--- config.mk ---
export PLATFORM = sky130hd
export DESIGN_NAME = xps2_rx
export DESIGN_NICKNAME = d
export VERILOG_FILES = /design/src/rtl/xps2_rx.sv
export SDC_FILE = /design/constraint.sdc
export NUM_CORES = 1
export LEC_CHECK = 0
export ABC_CLOCK_PERIOD_IN_PS = 2580
export BUFFER_PORTS_ARGS = -buffer_cell sky130_fd_sc_hd__clkbuf_2
export CORE_MARGIN = 5
export CORE_UTILIZATION = 50
export CTS_CLUSTER_SIZE = 24
export DETAILED_ROUTE_END_ITERATION = 8
export HOLD_SLACK_MARGIN = 0.05
export PLACE_DENSITY = 0.73
export SETUP_SLACK_MARGIN = 0.05
export SLEW_MARGIN = 30
export SYNTH_ARGS = -nofsm -noshare
export SYNTH_HDL_FRONTEND = slang
export SYNTH_SLANG_ARGS = --single-unit
export TNS_END_PERCENT = 5
--- constraint.sdc ---
create_clock -name clk -period 2.58 [get_ports clk]
set_input_delay 0.258 -clock clk [delete_from_list [all_inputs] [get_ports clk]]
set_output_delay 0.258 -clock clk [all_outputs]
set_load 0.005 [all_outputs]
--- src/rtl/xps2_rx.sv ---
// PS/2 keyboard receiver: pin conditioning, 11-bit frame deframer, scan-code FIFO, xctrl register port.
// Optional odd-parity checking is enabled by defining PS2_PARITY_CHK_EN.
module xps2_rx #(
    parameter int unsigned DATA_W     = 32,
    parameter int unsigned FIFO_DEPTH = 8,
    parameter int unsigned FILT_LEN   = 8,
    parameter int unsigned TIMEOUT    = 50000
) (
    input  logic              clk,
    input  logic              rst,
    input  logic              sel,
    input  logic              rw_req,
    input  logic              rw_rnw,
    input  logic [1:0]        rw_addr,
    input  logic [DATA_W-1:0] data_to_wr,
    output logic [DATA_W-1:0] data_to_rd,
    input  logic              ps2_clk,
    input  logic              ps2_data,
    output logic              irq
);
    localparam int unsigned AW = $clog2(FIFO_DEPTH);
    localparam int unsigned CW = AW + 1;
    localparam int unsigned FW = $clog2(FILT_LEN + 1);
    localparam int unsigned TW = $clog2(TIMEOUT + 1);

    typedef enum logic [1:0] {S_IDLE, S_DATA, S_PARITY, S_STOP} state_t;

    // Index 0 = PS/2 clock line, index 1 = PS/2 data line.
    logic [1:0]    sync1_q, sync2_q, filt_q;
    logic [FW-1:0] fcnt_q [2];
    logic          clk_prev_q;
    logic          ev_c, bit_c;

    always_ff @(posedge clk or negedge rst) begin
        if (!rst) begin
            sync1_q <= 2'b11;
            sync2_q <= 2'b11;
        end else begin
            sync1_q <= {ps2_data, ps2_clk};
            sync2_q <= sync1_q;
        end
    end

    // A line's filtered value follows only after FILT_LEN consecutive differing samples.
    always_ff @(posedge clk or negedge rst) begin
        if (!rst) begin
            filt_q <= 2'b11;
            for (int i = 0; i < 2; i++) fcnt_q[i] <= '0;
        end else begin
            for (int i = 0; i < 2; i++) begin
                if (sync2_q[i] == filt_q[i]) begin
                    fcnt_q[i] <= '0;
                end else if (fcnt_q[i] == FW'(FILT_LEN - 1)) begin
                    filt_q[i] <= sync2_q[i];
                    fcnt_q[i] <= '0;
                end else begin
                    fcnt_q[i] <= fcnt_q[i] + FW'(1);
                end
            end
        end
    end

    assign ev_c  = clk_prev_q & ~filt_q[0];
    assign bit_c = filt_q[1];

    state_t        state_q, state_nxt;
    logic [2:0]    bit_cnt_q, bit_cnt_nxt;
    logic [7:0]    shift_q, shift_nxt;
    logic [TW-1:0] to_q, to_nxt;
    logic          parity_ok_c, push_c, frame_err_set_c, parity_err_set_c;
`ifdef PS2_PARITY_CHK_EN
    logic          par_q, par_nxt;
    assign parity_ok_c = ^{shift_q, par_q};
`else
    assign parity_ok_c = 1'b1;
`endif

    always_ff @(posedge clk or negedge rst) begin
        if (!rst) begin
            state_q    <= S_IDLE;
            bit_cnt_q  <= '0;
            shift_q    <= '0;
            to_q       <= '0;
            clk_prev_q <= 1'b1;
`ifdef PS2_PARITY_CHK_EN
            par_q      <= 1'b0;
`endif
        end else begin
            state_q    <= state_nxt;
            bit_cnt_q  <= bit_cnt_nxt;
            shift_q    <= shift_nxt;
            to_q       <= to_nxt;
            clk_prev_q <= filt_q[0];
`ifdef PS2_PARITY_CHK_EN
            par_q      <= par_nxt;
`endif
        end
    end

    always_comb begin
        state_nxt        = state_q;
        bit_cnt_nxt      = bit_cnt_q;
        shift_nxt        = shift_q;
        to_nxt           = (state_q == S_IDLE || ev_c) ? '0 : to_q + TW'(1);
        push_c           = 1'b0;
        frame_err_set_c  = 1'b0;
        parity_err_set_c = 1'b0;
`ifdef PS2_PARITY_CHK_EN
        par_nxt          = par_q;
`endif
        if (ev_c) begin
            case (state_q)
                S_IDLE: if (!bit_c) begin
                    state_nxt   = S_DATA;
                    bit_cnt_nxt = '0;
                end
                S_DATA: begin
                    shift_nxt   = {bit_c, shift_q[7:1]};
                    bit_cnt_nxt = bit_cnt_q + 3'd1;
                    if (bit_cnt_q == 3'd7) state_nxt = S_PARITY;
                end
                S_PARITY: begin
`ifdef PS2_PARITY_CHK_EN
                    par_nxt   = bit_c;
`endif
                    state_nxt = S_STOP;
                end
                S_STOP: begin
                    if (!bit_c)          frame_err_set_c  = 1'b1;
                    else if (parity_ok_c) push_c          = 1'b1;
                    else                 parity_err_set_c = 1'b1;
                    state_nxt = S_IDLE;
                end
                default: state_nxt = S_IDLE;
            endcase
        end else if (state_q != S_IDLE && to_q == TW'(TIMEOUT - 1)) begin
            state_nxt = S_IDLE;
        end
    end

    // Scan-code FIFO and sticky status bits.
    logic [7:0]    mem [FIFO_DEPTH];
    logic [AW-1:0] wr_ptr_q, rd_ptr_q;
    logic [CW-1:0] count_q, count_nxt;
    logic          ovf_q, perr_q, ferr_q;
    logic          rd_acc_c, wr_acc_c, pop_c, push_ok_c, full_c, not_empty_c;
    logic [2:0]    clr_c;
    logic          unused_wr;

    assign rd_acc_c    = sel & rw_req & rw_rnw;
    assign wr_acc_c    = sel & rw_req & ~rw_rnw;
    assign not_empty_c = (count_q != '0);
    assign full_c      = (count_q == CW'(FIFO_DEPTH));
    assign pop_c       = rd_acc_c && (rw_addr == 2'd0) && not_empty_c;
    assign push_ok_c   = push_c && (!full_c || pop_c);
    assign clr_c       = (wr_acc_c && rw_addr == 2'd1) ? data_to_wr[4:2] : 3'b000;
    assign unused_wr   = &{1'b0, data_to_wr[DATA_W-1:5], data_to_wr[1:0]};

    always_comb begin
        count_nxt = count_q;
        if (push_ok_c && !pop_c)      count_nxt = count_q + CW'(1);
        else if (pop_c && !push_ok_c) count_nxt = count_q - CW'(1);
    end

    always_ff @(posedge clk) begin
        if (push_ok_c) mem[wr_ptr_q] <= shift_q;
    end

    always_ff @(posedge clk or negedge rst) begin
        if (!rst) begin
            wr_ptr_q <= '0;
            rd_ptr_q <= '0;
            count_q  <= '0;
            irq      <= 1'b0;
            ovf_q    <= 1'b0;
            perr_q   <= 1'b0;
            ferr_q   <= 1'b0;
        end else begin
            if (push_ok_c) wr_ptr_q <= wr_ptr_q + AW'(1);
            if (pop_c)     rd_ptr_q <= rd_ptr_q + AW'(1);
            count_q <= count_nxt;
            irq     <= (count_nxt != '0);
            ovf_q   <= (push_c && full_c && !pop_c) | (ovf_q & ~clr_c[0]);
            perr_q  <= parity_err_set_c | (perr_q & ~clr_c[1]);
            ferr_q  <= frame_err_set_c | (ferr_q & ~clr_c[2]);
        end
    end

    always_comb begin
        data_to_rd = '0;
        if (rd_acc_c) begin
            case (rw_addr)
                2'd0: if (not_empty_c) data_to_rd = DATA_W'(mem[rd_ptr_q]);
                2'd1: data_to_rd = DATA_W'({5'(count_q), 3'b000, ferr_q, perr_q,
                                            ovf_q, full_c, not_empty_c});
                default: data_to_rd = '0;
            endcase
        end
    end
endmodule

# Word level (Yosys, flattened, before mapping)
# Memory sizes are Yosys's and may differ from the RTL's.
# Cells that the tools add are included.
# Widths: inputs -> output; s select.
# classes
n_bitwise	16
reduce_logical	26
muxes	26
add_sub_neg	8
eq_ne	14
# ops
op	count
$pmux 32 s2	1
$mux 32	1
$mux 4	6
$add 16x1->16 const B	1
$eq 16x16->1 const B	1
$mux 16	1
$add 4x1->4 const B	3
$add 3x1->3 const B	3
$logic_and 1x1->1	9
$eq 4x3->1 const B	2
$mux 1	8
$mux 2	4
$mux 8	1
$pmux 2 s4	1
$reduce_bool 4->1	2
$and 1x1->1	7
$not 1->1	7
$mux 3	2
$ne 3x3->1 const B	2
$pmux 3 s2	1
$reduce_and 2->1	3
$reduce_and 3->1	2
$reduce_bool 2->1	3
$eq 2x1->1 const B	2
other kinds (10)	17
# totals
ram_bits	64
output_inout_bits	33
word_cells	109
mem_count	1
ff_bits	58
inputBits	41
# memory_table
memory	words	width	rd	rd_clocked_by_memory_dff	wr	line_no	text
mem	8	8	1	0	1	142	logic [7:0] mem [FIFO_DEPTH];

# Longest topological paths before layout
# Gate-level depths: netlist of the first run.
# depth
word_depth	11
ltp_mapped	7

# Worst setup path after synthesis of the first run
# OpenSTA, ideal clock, no wires.
# synth_path
path_kind	flip-flop to flip-flop
from	register count_q[1]
to	memory mem[1][0] (enable)
path_stages_with_launch	7
setup_slack_ns	0.166
required_time_ns	2.197
n_path_buf	0
arrival_ns	2.031
cell_sequence	dfrtp_1 inv_1 ha_1 nor2b_1 a31oi_1 nand2_1 nor3_1
# synth_between
elab_chain_len	6
elab_cells_between_ends	8
classes_between	eq/ne: 1; mux: 2; reduce/logical: 5
# synth_rtl
element	line_no	text
start: declaration	144	logic [CW-1:0] count_q, count_nxt;
start signal: assignment	181	count_q <= count_nxt;
$eq 4x4->1 or $reduce_bool 4->1 (tied branches)	153, 152	
$logic_not 1->1 or $logic_and 1x1->1 (tied branches)	155, 154	
$logic_or 1x1->1 (*)	155	assign push_ok_c = push_c && (!full_c || pop_c);
$logic_and 1x1->1 (*)	155	
$mux 1 (*)	166	if (push_ok_c) mem[wr_ptr_q] <= shift_q;
$mux 1 (implied by the code) (*)	166	
end: declaration	142	
# Mark *: on every way between the ends. The rest lies on a longest branch, timed or not.

# Final worst setup path of the first run
# layout_path
from	register rd_ptr_q[1]
to	output port data_to_rd[0]
# layout_between
elab_chain_len	4
# layout_rtl
element	line_no	text
start: declaration	143	logic [AW-1:0] wr_ptr_q, rd_ptr_q;
start signal: assignment	180	if (pop_c) rd_ptr_q <= rd_ptr_q + AW'(1);
$mem_v2 8x8	-	
$mux 8	193	2'd0: if (not_empty_c) data_to_rd = DATA_W'(mem[rd_ptr_q]);
$pmux 32 s2	192	case (rw_addr)
$mux 32	191	if (rd_acc_c) begin
end: declaration	16	output logic [DATA_W-1:0] data_to_rd,
# No other way between the ends.

==> key figures, run 1 <==
Run status
  • Outcome: finished, final reports clean

Drt
  • DR iter-0 viols: 277
  • First-pass DRT Iterations: 4
  • Vias: 3258
  • Via-per-instance ratio: 5.448
  • Routed WL: 10340 microns
  • Number of remaining DRC errors: 0
  • DR WL/cell: 17.28 microns
  • Antenna Nets Post-Route: 0

Timing
  • Slew @ Worst Pin: 0.7265 ns
  • Unrepaired setup endpoints after global routing: yes
  • Period utilization: 93.28%
  • Max-slew violations: 0
  • Final-report setup violation count: 0
  • Minimum clock period: 2.407 ns
  • Final Skew: 0.01089 ns
  • TNS Setup: 0 ns
  • Slew HR: 51.56%
  • Final hold vios: 0
  • Final hold slack: 0.06759 ns
  • Fmax: 415.5 MHz

Floorplanning
  • Row count: 38
  • IO Pins: 74
  • DIE WIDTH: 114.3 microns
  • DIE HEIGHT: 114.3 microns
  • Die ar.: 13060 sq um
  • Core Region: 10750 sq um
  • Initial cell density of the core: 50.62%

Clock network
  • Clock sink count: 122
  • CTS tree: done
  • Clock Tree Root: clkbuf_8
  • Clock transition at the registers of the reported paths: 0.06 ns
  • Total CTS buffers: 17
  • Clk buf depth: 2
  • Htree depth: 4
  • Clock Latency Late Sink: 0.51 ns

Critical path
  • Worst Path Arrival: 2.15 ns
  • Endpoint type of the worst setup path: primary output
  • FF-to-FF path depth: 6
  • Worst flop-to-flop path startpoint: filt_q[1]$_DFFE_PN1P_
  • R2R Setup Slk: 0.23 ns
  • CP Class: register to primary output
  • Crit-path max FO: 14
  • Crit Reg-Reg Endpoint: mem[1][0]$_DFFE_PP_
  • CP startpoint kind: register
  • Worst path required time: 2.32 ns

Placement
  • Detailed Place HPWL: 6582 microns
  • Placed Area: 5717 sq um
  • Gp weighted congestion: 0.8143
  • I/O Buffers: 24

Global route
  • Largest net degree at the start of global routing: 38
  • First-pass GRT wire length: 17090 microns
  • Initial antenna violation count: 0
  • Total grt overflow: 0
  • Total track usage: 17.13%
  • Vias in the first global route: 3397

Hold path
  • Hold crit path type: input pin to register
  • Hold path cells: 4
  • Hold path start: data_to_wr[4]
  • Hold Path Sink: ferr_q$_DFF_PN0_

Synthesis
  • Post-synthesis register bit count: 122
  • Synth top cells by count: edfxtp_1, dfrtp_1, nor2_1
  • Synth Warn #: 0
  • Predominant post-synthesis flop cell: edfxtp_1
  • Post-synth ARST share: 47.54%
  • Post-Synthesis Cells: 394
  • Area share of the largest cell type after synthesis: 35.33%
  • Post-synthesis sequential area ratio: 62.18%
  • Top cells by area, synth: edfxtp_1, dfrtp_1, mux4_2
  • Post-synth top area cell: edfxtp_1
  • Post-synthesis cell type count: 54
  • Syn Area/Cell: 13.80 sq um
  • Number of synthesized flops with an enable pin: 64
  • Synthesized cell area: 5439 sq um
  • Top-count cell post-synth: edfxtp_1

Cells and area
  • Seq. cell area: 3382 sq um
  • Nets: 500
  • Area of the multi-input gates: 1906 sq um
  • Layout fillers: 817
  • Fin util: 59.63%
  • Share of post-route cells with drive strength above 1: 25.11%
  • Design area: 6407 sq um
  • Area grow syn2layout: 17.81%
  • Ant diodes: 0

Power and ir drop
  • IR drop worst, VDD: 0.6442 mV
  • Power per cell area: 882.0 nW/um^2
  • Power, Total: 5.651 mW
  • Leakage: 2.539 nW

Run
  • Max cap viols: 0
==> registers in the layout (all words and copies together) (netlist names) <==
register and count:
ovf_q 1, rd_ptr_q 3, sync1_q 2, to_q 16, shift_q 8, bit_cnt_q 3
filt_q 2, clk_prev_q 1, irq 1, state_q 2, wr_ptr_q 3, sync2_q 2
perr_q 1, ferr_q 1, mem 64, count_q 4, fcnt_q 8
==> through the flow <==
step	std cells	worst slack [ns]
finish	598	0.1734
global route	598	0.007017
CTS	598	0.02447
detailed placement	560	0.1885
global placement	560	0.2464
floorplan	413	0.1656
==> layout make-up <==
class	count	share of cell area, %
Timing Repair Buffer	45	4.530
Sequential cell	122	52.78
Clock inverter	10	2.187
Tap cell	140	2.734
Clock buffer	22	7.381
Multi-Input combinational cell	248	29.74
Inverter	11	0.6444
==> cell usage in the layout, fill, tap and decap left out, drive strengths merged, types with 9 or more instances in the layout <==
cell    count
buf        16
clkbuf     46
conb       20
dfrtp      51
edfxtp     64
ha         14
inv        11
mux2       12
mux2i      10
mux4       16
nand2      29
nor2       36
nor3       14
o21ai      12
xnor2      13
xor2        9
==> what timing repair did <==
action	4_1_cts	5_1_grt
hold endpoints to repair	55	0
hold buffers	5	0
endpoints found under the setup margin	7	8
resized for setup	4	2
setup buffers	1	1
==> cell families (layout without fill, tap and decap cells) <==
| kind of cell | count (synthesis) | after routing | share of synthesized area (%) |
|---|---|---|---|
| DFF | 122 | 122 | 62.18 |
| and+or+nand+nor | 118 | 118 | 10.97 |
| buffers and inverters | 43 | 88 | 4.463 |
| muxes | 38 | 38 | 10.95 |
| AOI/OAI and AO/OA | 36 | 36 | 4.601 |
| xor gates and xnor gates | 22 | 22 | 3.543 |
| adders and majority gates | 14 | 14 | 3.221 |
| other | 1 | 20 | 0.06895 |
==> worst max-delay path by stage <==
stage                             from                  end  cells after the start
6_report       rd_ptr_q[1]$_DFFE_PN0P_        data_to_rd[0]                      4
4_1_cts           count_q[0]$_DFF_PN0_        data_to_rd[7]                      7
5_1_grt        rd_ptr_q[1]$_DFFE_PN0P_        data_to_rd[0]                      4
2_1_floorplan     count_q[1]$_DFF_PN0_  mem[1][0]$_DFFE_PP_                      6
3_5_place_dp      count_q[1]$_DFF_PN0_        irq$_DFF_PN0_                      7
3_3_place_gp      count_q[1]$_DFF_PN0_        irq$_DFF_PN0_                      7
==> per-layer routing <==
| layer | GRT usage (%) | routed length, microns | up-vias |
|---|---|---|---|
| met5 | 0 | 0 | - |
| met4 | 6.097 | 171 | 0 |
| met3 | 5.285 | 598 | 14 |
| met2 | 29.04 | 5265 | 99 |
| met1 | 20.73 | 4300 | 1643 |
| li1 | - | - | 1502 |
==> critical path, cell delays in order, from the launching register on <==
cell      delay (ns)
dfrtp_1         0.81
mux4_2          0.33
mux2i_1         0.07
a211oi_1        0.25
clkbuf_2        0.16
==> power by group <==
| group | internal [mW] | leakage (nW) | switching, mW |
|---|---|---|---|
| Clock | 1.57 | 0.293 | 0.820 |
| Combinational | 0.485 | 0.874 | 0.433 |
| Sequential | 2.18 | 1.37 | 0.160 |
| Total | 4.24 | 2.54 | 1.41 |
Power figures use the tool's default switching activity.
==> run 2, diff against run 1 <==
--- a/config.mk
+++ b/config.mk
@@ -8,11 +8,11 @@
 export ABC_CLOCK_PERIOD_IN_PS = 2580
 export BUFFER_PORTS_ARGS = -buffer_cell sky130_fd_sc_hd__clkbuf_2
 export CORE_MARGIN = 5
-export CORE_UTILIZATION = 50
+export CORE_UTILIZATION = 52
 export CTS_CLUSTER_SIZE = 24
 export DETAILED_ROUTE_END_ITERATION = 8
 export HOLD_SLACK_MARGIN = 0.05
-export PLACE_DENSITY = 0.73
+export PLACE_DENSITY = 0.75
 export SETUP_SLACK_MARGIN = 0.05
 export SLEW_MARGIN = 30
 export SYNTH_ARGS = -nofsm -noshare
==> run 2 against run 1 <==
Net effect: critical path type unchanged; cell count decreased by 0.17%; critical endpoint is now data_to_rd[4]; sequential power about the same; clock power decreased by 16%; critical path depth increased by 3; cell area decreased by 1.2%.
==> key figures, run 2 (synthesis results as in run 1) <==
Timing
  • Max-slew violations: 0 (unchanged)
  • TNS Setup: 0 ns (unchanged)
  • Period utilization: 95.18% (was 93.28%)
  • Fmax: 407.2 MHz (was 415.5 MHz)
  • Final hold vios: 0 (unchanged)
  • Unrepaired setup endpoints after global routing: yes (unchanged)
  • Final-report setup violation count: 0 (unchanged)
  • Final Skew: 0.008226 ns (was 0.01089 ns)
  • Slew HR: 45.25% (was 51.56%)
  • Final hold slack: 0.1433 ns (was 0.06759 ns)
  • Minimum clock period: 2.456 ns (was 2.407 ns)
  • Slew @ Worst Pin: 0.8212 ns (was 0.7265 ns)

Critical path
  • CP max stage cell: or3_4 (was dfrtp_1)
  • Delay-heaviest family, CP: simple AND/OR/NAND/NOR gates (was flip-flops)
  • CP Cell Sequence: inv_1 -> ha_4 -> nor3b_2 -> or3_4 -> buf_4 -> o21ai_0 -> clkbuf_2 (was mux4_2 -> mux2i_1 -> a211oi_1 -> clkbuf_2)
  • CP startpoint kind: register (unchanged)
  • Endpoint type of the worst setup path: primary output (unchanged)
  • Crit-path max FO: 11 (was 14)
  • Crit Reg-Reg Endpoint: irq$_DFF_PN0_ (was mem[1][0]$_DFFE_PP_)
  • FF-to-FF path depth: 6 (unchanged)
  • Buf+Inv Stages, Crit Path: 3 (was 1)
  • Worst stage delay on the critical path: 0.35 ns (was 0.81 ns)
  • CP Class: register to primary output (unchanged)
  • Worst flop-to-flop path startpoint: state_q[0]$_DFFE_PN0P_ (was filt_q[1]$_DFFE_PN1P_)
  • R2R Setup Slk: 0.40 ns (was 0.23 ns)
  • Worst Path Arrival: 2.20 ns (was 2.15 ns)
  • Worst path required time: 2.32 ns (about the same)

Hold path
  • Hold crit path type: input pin to register (unchanged)
  • Hold path cells: 3 (was 4)
  • Hold path start: rw_addr[1] (was data_to_wr[4])
  • Hold Path Sink: perr_q$_DFF_PN0_ (was ferr_q$_DFF_PN0_)

Power and ir drop
  • Power per cell area: 835.6 nW/um^2 (was 882.0 nW/um^2)
  • IR drop worst, VDD: 0.4839 mV (was 0.6442 mV)
  • Leakage: 2.506 nW (was 2.539 nW)

Placement
  • I/O Buffers: 24 (unchanged)
  • Detailed Place HPWL: 6539 microns (was 6582 microns)
  • Gp weighted congestion: 0.8247 (was 0.8143)

Cells and area
  • Commonest non-fill, non-tap cells in the layout: edfxtp_1, dfrtp_1, nor2_1, nand2_1, clkbuf_2 (unchanged)
  • Max FFs per register: 64 (unchanged)
  • Share of post-route cells with drive strength above 1: 24.73% (was 25.11%)
  • Area grow syn2layout: 16.43% (was 17.81%)
  • Largest regs: mem (64), to_q (16) (unchanged)
  • Commonest non-fill, non-tap cell in the layout: edfxtp_1 (unchanged)
  • Ant diodes: 0 (unchanged)
  • Top reg by flops: mem (unchanged)
  • Nets: 503 (was 500)

Floorplanning
  • IO Pins: 74 (unchanged)
  • Row count: 37 (was 38)
  • DIE HEIGHT: 112.3 microns (was 114.3 microns)
  • Die ar.: 12600 sq um (was 13060 sq um)
  • Initial cell density of the core: 52.92% (was 50.62%)
  • Core Region: 10280 sq um (was 10750 sq um)
  • DIE WIDTH: 112.3 microns (was 114.3 microns)

Clock network
  • Clock Latency Late Sink: 0.52 ns (was 0.51 ns)
  • Clk buf depth: 2 (unchanged)
  • CTS tree: done (unchanged)
  • Clock sink count: 122 (unchanged)
  • Htree depth: 4 (unchanged)
  • Total CTS buffers: 17 (unchanged)
  • Clock Tree Root: clkbuf_8 (unchanged)
  • Clock transition at the registers of the reported paths: 0.05 ns (was 0.06 ns)

Drt
  • Routed WL: 10280 microns (was 10340 microns)
  • First-pass DRT Iterations: 4 (unchanged)
  • Vias: 3226 (was 3258)
  • Antenna Nets Post-Route: 0 (unchanged)
  • Number of remaining DRC errors: 0 (unchanged)
  • Via-per-instance ratio: 5.404 (was 5.448)
  • DR WL/cell: 17.22 microns (was 17.28 microns)
  • DR iter-0 viols: 250 (was 277)

Global route
  • Total grt overflow: 0 (unchanged)
  • First-pass GRT wire length: 16950 microns (was 17090 microns)
  • Total track usage: 17.48% (was 17.13%)
  • Largest net degree at the start of global routing: 32 (was 38)
  • Initial antenna violation count: 0 (unchanged)
  • Vias in the first global route: 3326 (was 3397)

Run
  • Max cap viols: 0 (unchanged)

Run status
  • Outcome: finished, final reports clean (unchanged)
run 2: changes by cell type in the layout (fill, tap and decap cells not counted), moves of 2 or more:
cell / before / now
bufinv_16: 3 / 0
clkbuf_1: 1 / 4
clkbuf_8: 5 / 3
clkinv_1: 0 / 2
clkinv_2: 2 / 4
dfrtp_1: 51 / 49
dfrtp_2: 0 / 2
run 2: per-layer routing:
metal	global-route usage [%]	wire (microns)
met1	21.92	4282
met2	28.53	5155
met3	5.445	660
met4	6.811	185
met5	0	0
run 2: through the flow:
stage	power, mW	util, %	worst slack [ns]	std cells	instance area, sq um
6_report	5.292	61.61	0.1244	597	6332
5_1_grt	5.566	61.61	0.02334	597	6332
4_1_cts	5.300	61.43	0.03949	597	6314
3_5_place_dp	3.242	55.65	0.1864	557	5719
3_3_place_gp	3.195	55.65	0.2529	557	5719
2_1_floorplan	3.052	-	0.1656	413	5510
run 2: how the worst max path moves through the flow:
stage	start	to	depth (start not counted)
5_1_grt	count_q[0]$_DFF_PN0_	data_to_rd[3]	7
2_1_floorplan	count_q[1]$_DFF_PN0_	mem[1][0]$_DFFE_PP_	6
4_1_cts	rd_ptr_q[1]$_DFFE_PN0P_	data_to_rd[0]	4
6_report	count_q[0]$_DFF_PN0_	data_to_rd[4]	7
3_3_place_gp	count_q[1]$_DFF_PN0_	irq$_DFF_PN0_	7
3_5_place_dp	count_q[1]$_DFF_PN0_	irq$_DFF_PN0_	7
run 2: cell type report:
| type | count | area [sq um] |
|---|---|---|
| multi-input combinational | 248 | 1909 |
| tap | 136 | 170.2 |
| inverter | 11 | 41.29 |
| timing repair buffer | 48 | 319.1 |
| sequential | 122 | 3385 |
| clock buffer | 23 | 456.7 |
| clock inverter | 9 | 51.30 |
| fill | 742 | 3945 |
run 2: power by group:
part | switching [mW] | internal [mW]
combinational | 0.446 | 0.492
clock | 0.793 | 1.21
sequential | 0.162 | 2.18
total | 1.40 | 3.89
run 2: timing repair:
item	in CTS	in global routing
hold buffers	6	0
resized for setup	5	6
setup endpoints to repair	8	8
gates cloned	0	0
buffers inserted	2	0
hold endpoints to repair	27	0
run 2: worst reg2reg max path, stage by stage (launching register included):
cell     delay, ns
dfrtp_1       0.41
ha_1          0.24
and4b_1       0.30
nor3_2        0.23
nand2_1       0.10
a41o_1        0.26
or4_1         0.51
==> run 3, diff against run 2 <==
--- a/config.mk
+++ b/config.mk
@@ -7,13 +7,14 @@
 export LEC_CHECK = 0
 export ABC_CLOCK_PERIOD_IN_PS = 2580
 export BUFFER_PORTS_ARGS = -buffer_cell sky130_fd_sc_hd__clkbuf_2
-export CORE_MARGIN = 5
+export CORE_MARGIN = 4
 export CORE_UTILIZATION = 52
 export CTS_CLUSTER_SIZE = 24
 export DETAILED_ROUTE_END_ITERATION = 8
 export HOLD_SLACK_MARGIN = 0.05
+export MAX_ROUTING_LAYER = met4
 export PLACE_DENSITY = 0.75
-export SETUP_SLACK_MARGIN = 0.05
+export SETUP_SLACK_MARGIN = 0.4
 export SLEW_MARGIN = 30
 export SYNTH_ARGS = -nofsm -noshare
 export SYNTH_HDL_FRONTEND = slang
==> run 3 against run 2 <==
Net effect: non-clock buffer count up 13; hold slack worse by 0.011 ns; utilization rose by 2.6 points; wire length rose by 2.8%; clock power up 9%; via count up 4.4%; critical path depth down 2; clock skew decreased by 0.0039 ns; cell area is 4.2% higher; largest cell class unchanged; largest power group unchanged.
==> key figures, run 3 (synthesis results as in run 1) <==
Global route
  • Met1 GRT Util: 23.19% (was 21.92%)
  • Met2 GRT Util: 30.55% (was 28.53%)
  • Vias in the first global route: 3307 (was 3326)
  • GRT Max-Usage Layer: met2 (unchanged)
  • Total track usage: 19.29% (was 17.48%)
  • First-pass GRT wire length: 16620 microns (was 16950 microns)
  • GRT met3 Usage: 5.009% (was 5.445%)
  • Total grt overflow: 0 (unchanged)
  • Largest net degree at the start of global routing: 26 (was 32)
  • Initial antenna violation count: 0 (unchanged)

Run status
  • Outcome: finished, final reports clean (unchanged)

Drt
  • First-pass DRT Iterations: 5 (was 4)
  • DR iter-0 viols: 297 (was 250)
  • Via-per-instance ratio: 5.511 (was 5.404)
  • Number of remaining DRC errors: 0 (unchanged)
  • Antenna Nets Post-Route: 0 (unchanged)
  • Routed WL: 10570 microns (was 10280 microns)
  • Vias: 3367 (was 3226)
  • DR WL/cell: 17.30 microns (was 17.22 microns)

Power and ir drop
  • Int Pwr: 4.184 mW (was 3.890 mW)
  • Leakage: 2.632 nW (was 2.506 nW)
  • Clock Power Share: 38.5% (was 38.0%)
  • Combinational share of power: 20.1% (was 17.7%)
  • Power, Total: 5.715 mW (was 5.292 mW)
  • Sequential share of power: 41.4% (was 44.3%)
  • IR drop worst, VDD: 0.4754 mV (was 0.4839 mV)
  • Sw Pwr: 1.531 mW (was 1.401 mW)
  • Net Sw Frac: 26.79% (was 26.48%)
  • Power per cell area: 865.8 nW/um^2 (was 835.6 nW/um^2)

Placement
  • I/O Buffers: 24 (unchanged)
  • Gp weighted congestion: 0.8416 (was 0.8247)
  • Placed Cells: 554 (was 557)
  • Detailed Place HPWL: 6326 microns (was 6539 microns)

Critical path
  • Worst path required time: 2.32 ns (about the same)
  • Crit-path max FO: 8 (was 11)
  • CP Class: register to primary output (unchanged)
  • CP startpoint kind: register (unchanged)
  • Endpoint type of the worst setup path: primary output (unchanged)
  • CP Launch Point: rd_ptr_q[0]$_DFFE_PN0P_ (was count_q[0]$_DFF_PN0_)
  • R2R Setup Slk: 0.33 ns (was 0.40 ns)
  • Crit Reg-Reg Endpoint: irq$_DFF_PN0_ (unchanged)
  • Worst flop-to-flop path startpoint: count_q[0]$_DFF_PN0_ (was state_q[0]$_DFFE_PN0P_)
  • Worst Path Arrival: 2.10 ns (was 2.20 ns)
  • FF-to-FF path depth: 8 (was 6)

Timing
  • Final-report setup violation count: 0 (unchanged)
  • Minimum clock period: 2.359 ns (was 2.456 ns)
  • Slew @ Worst Pin: 0.5730 ns (was 0.8212 ns)
  • TNS Setup: 0 ns (unchanged)
  • Final Skew: 0.004316 ns (was 0.008226 ns)
  • Final hold vios: 0 (unchanged)
  • Unrepaired setup endpoints after global routing: yes (unchanged)
  • Max-slew violations: 0 (unchanged)
  • Fmax: 423.9 MHz (was 407.2 MHz)
  • Period utilization: 91.45% (was 95.18%)
  • Slew HR: 61.80% (was 45.25%)

Floorplanning
  • Die ar.: 12160 sq um (was 12600 sq um)
  • DIE WIDTH: 110.3 microns (was 112.3 microns)
  • Core Region: 10280 sq um (unchanged)
  • DIE HEIGHT: 110.3 microns (was 112.3 microns)
  • Initial cell density of the core: 52.92% (unchanged)
  • Row count: 37 (unchanged)
  • IO Pins: 74 (unchanged)

Hold path
  • Hold crit path type: input pin to register (unchanged)
  • Hold path cells: 5 (was 3)
  • Hold Path Sink: ferr_q$_DFF_PN0_ (was perr_q$_DFF_PN0_)
  • Hold path start: rw_addr[1] (unchanged)

Cells and area
  • Share of post-route cells with drive strength above 1: 30.74% (was 24.73%)
  • Max FFs per register: 64 (unchanged)
  • Top reg by flops: mem (unchanged)
  • Nets: 517 (was 503)
  • Commonest non-fill, non-tap cells in the layout: edfxtp_1, dfrtp_1, nor2_1, nand2_1, buf_4 (was edfxtp_1, dfrtp_1, nor2_1, nand2_1, clkbuf_2)
  • Ant diodes: 0 (unchanged)
  • Largest regs: mem (64), to_q (16) (unchanged)
  • Area grow syn2layout: 21.37% (was 16.43%)
  • Commonest non-fill, non-tap cell in the layout: edfxtp_1 (unchanged)
  • Non-filler cells, final: 611 (was 597)

Clock network
  • Clock Latency Late Sink: 0.51 ns (was 0.52 ns)
  • Clock sink count: 122 (unchanged)
  • Clock Tree Root: clkbuf_8 (unchanged)
  • Clock transition at the registers of the reported paths: 0.06 ns (was 0.05 ns)
  • Total CTS buffers: 17 (unchanged)
  • CTS tree: done (unchanged)
  • Clk buf depth: 2 (unchanged)
  • Htree depth: 4 (unchanged)

Run
  • Max cap viols: 0 (unchanged)
-- run 3: area by class of cell --
| cell class | instances | area, sq um |
|---|---|---|
| Clock inverter | 13 | 115.1 |
| Multi-Input combinational cell | 249 | 1973 |
| Sequential cell | 122 | 3387 |
| Tap cell | 136 | 170.2 |
| Fill cell | 674 | 3676 |
| Inverter | 11 | 43.79 |
| Timing Repair Buffer | 61 | 459.2 |
| Clock buffer | 19 | 452.9 |
-- run 3: what timing repair did --
item                       4_1_cts  5_1_grt
gates resized for setup         22        7
pin swaps                        6        2
setup endpoints to repair       73       78
hold endpoints to repair        23        0
hold buffers                     6        0
gates cloned                     1        1
setup buffers                   10        7
-- run 3: per-stage QoR --
stage,setup slack (ns),hold WS [ns],utilization (%),cell area (sq um)
detailed placement,0.2061,0.2822,55.48,5702
CTS,0.2418,0.09174,63.18,6494
global placement,0.2487,0.2771,55.48,5702
finish,0.2207,0.1323,64.23,6601
global route,0.1175,0.1283,64.23,6601
floorplan,0.1670,-0.03759,-,5515
-- run 3: worst max-delay path by stage --
stage	to	slack [ns]	cells after the start
2_1_floorplan	mem[0][0]$_DFFE_PP_	0.17	6
3_3_place_gp	irq$_DFF_PN0_	0.25	7
3_5_place_dp	irq$_DFF_PN0_	0.21	7
4_1_cts	data_to_rd[0]	0.24	5
5_1_grt	data_to_rd[0]	0.12	5
6_report	data_to_rd[0]	0.22	5
-- run 3: power by group through the flow --
stage                     clock (mW)  combinational [mW]  sequential [mW]
after CTS                       2.24                1.05             2.36
final                           2.20                1.15             2.37
after detailed placement           0               0.853             2.38
after global routing            2.34                1.27             2.38
after floorplan                    0               0.755             2.30
after global placement             0               0.826             2.37
-- run 3: critical path: stages (launching register included) --
cell      delay, ns
dfrtp_2        0.42
buf_12         0.16
mux4_2         0.53
mux2i_2        0.22
a211oi_2       0.11
clkbuf_2       0.14
-- run 3: layer usage --
metal / vias up / part of all wire [%]
met3: 22 / 5.9
met5: - / 0
met2: 124 / 50
met1: 1673 / 42
li1: 1548 / -
met4: 0 / 2.2
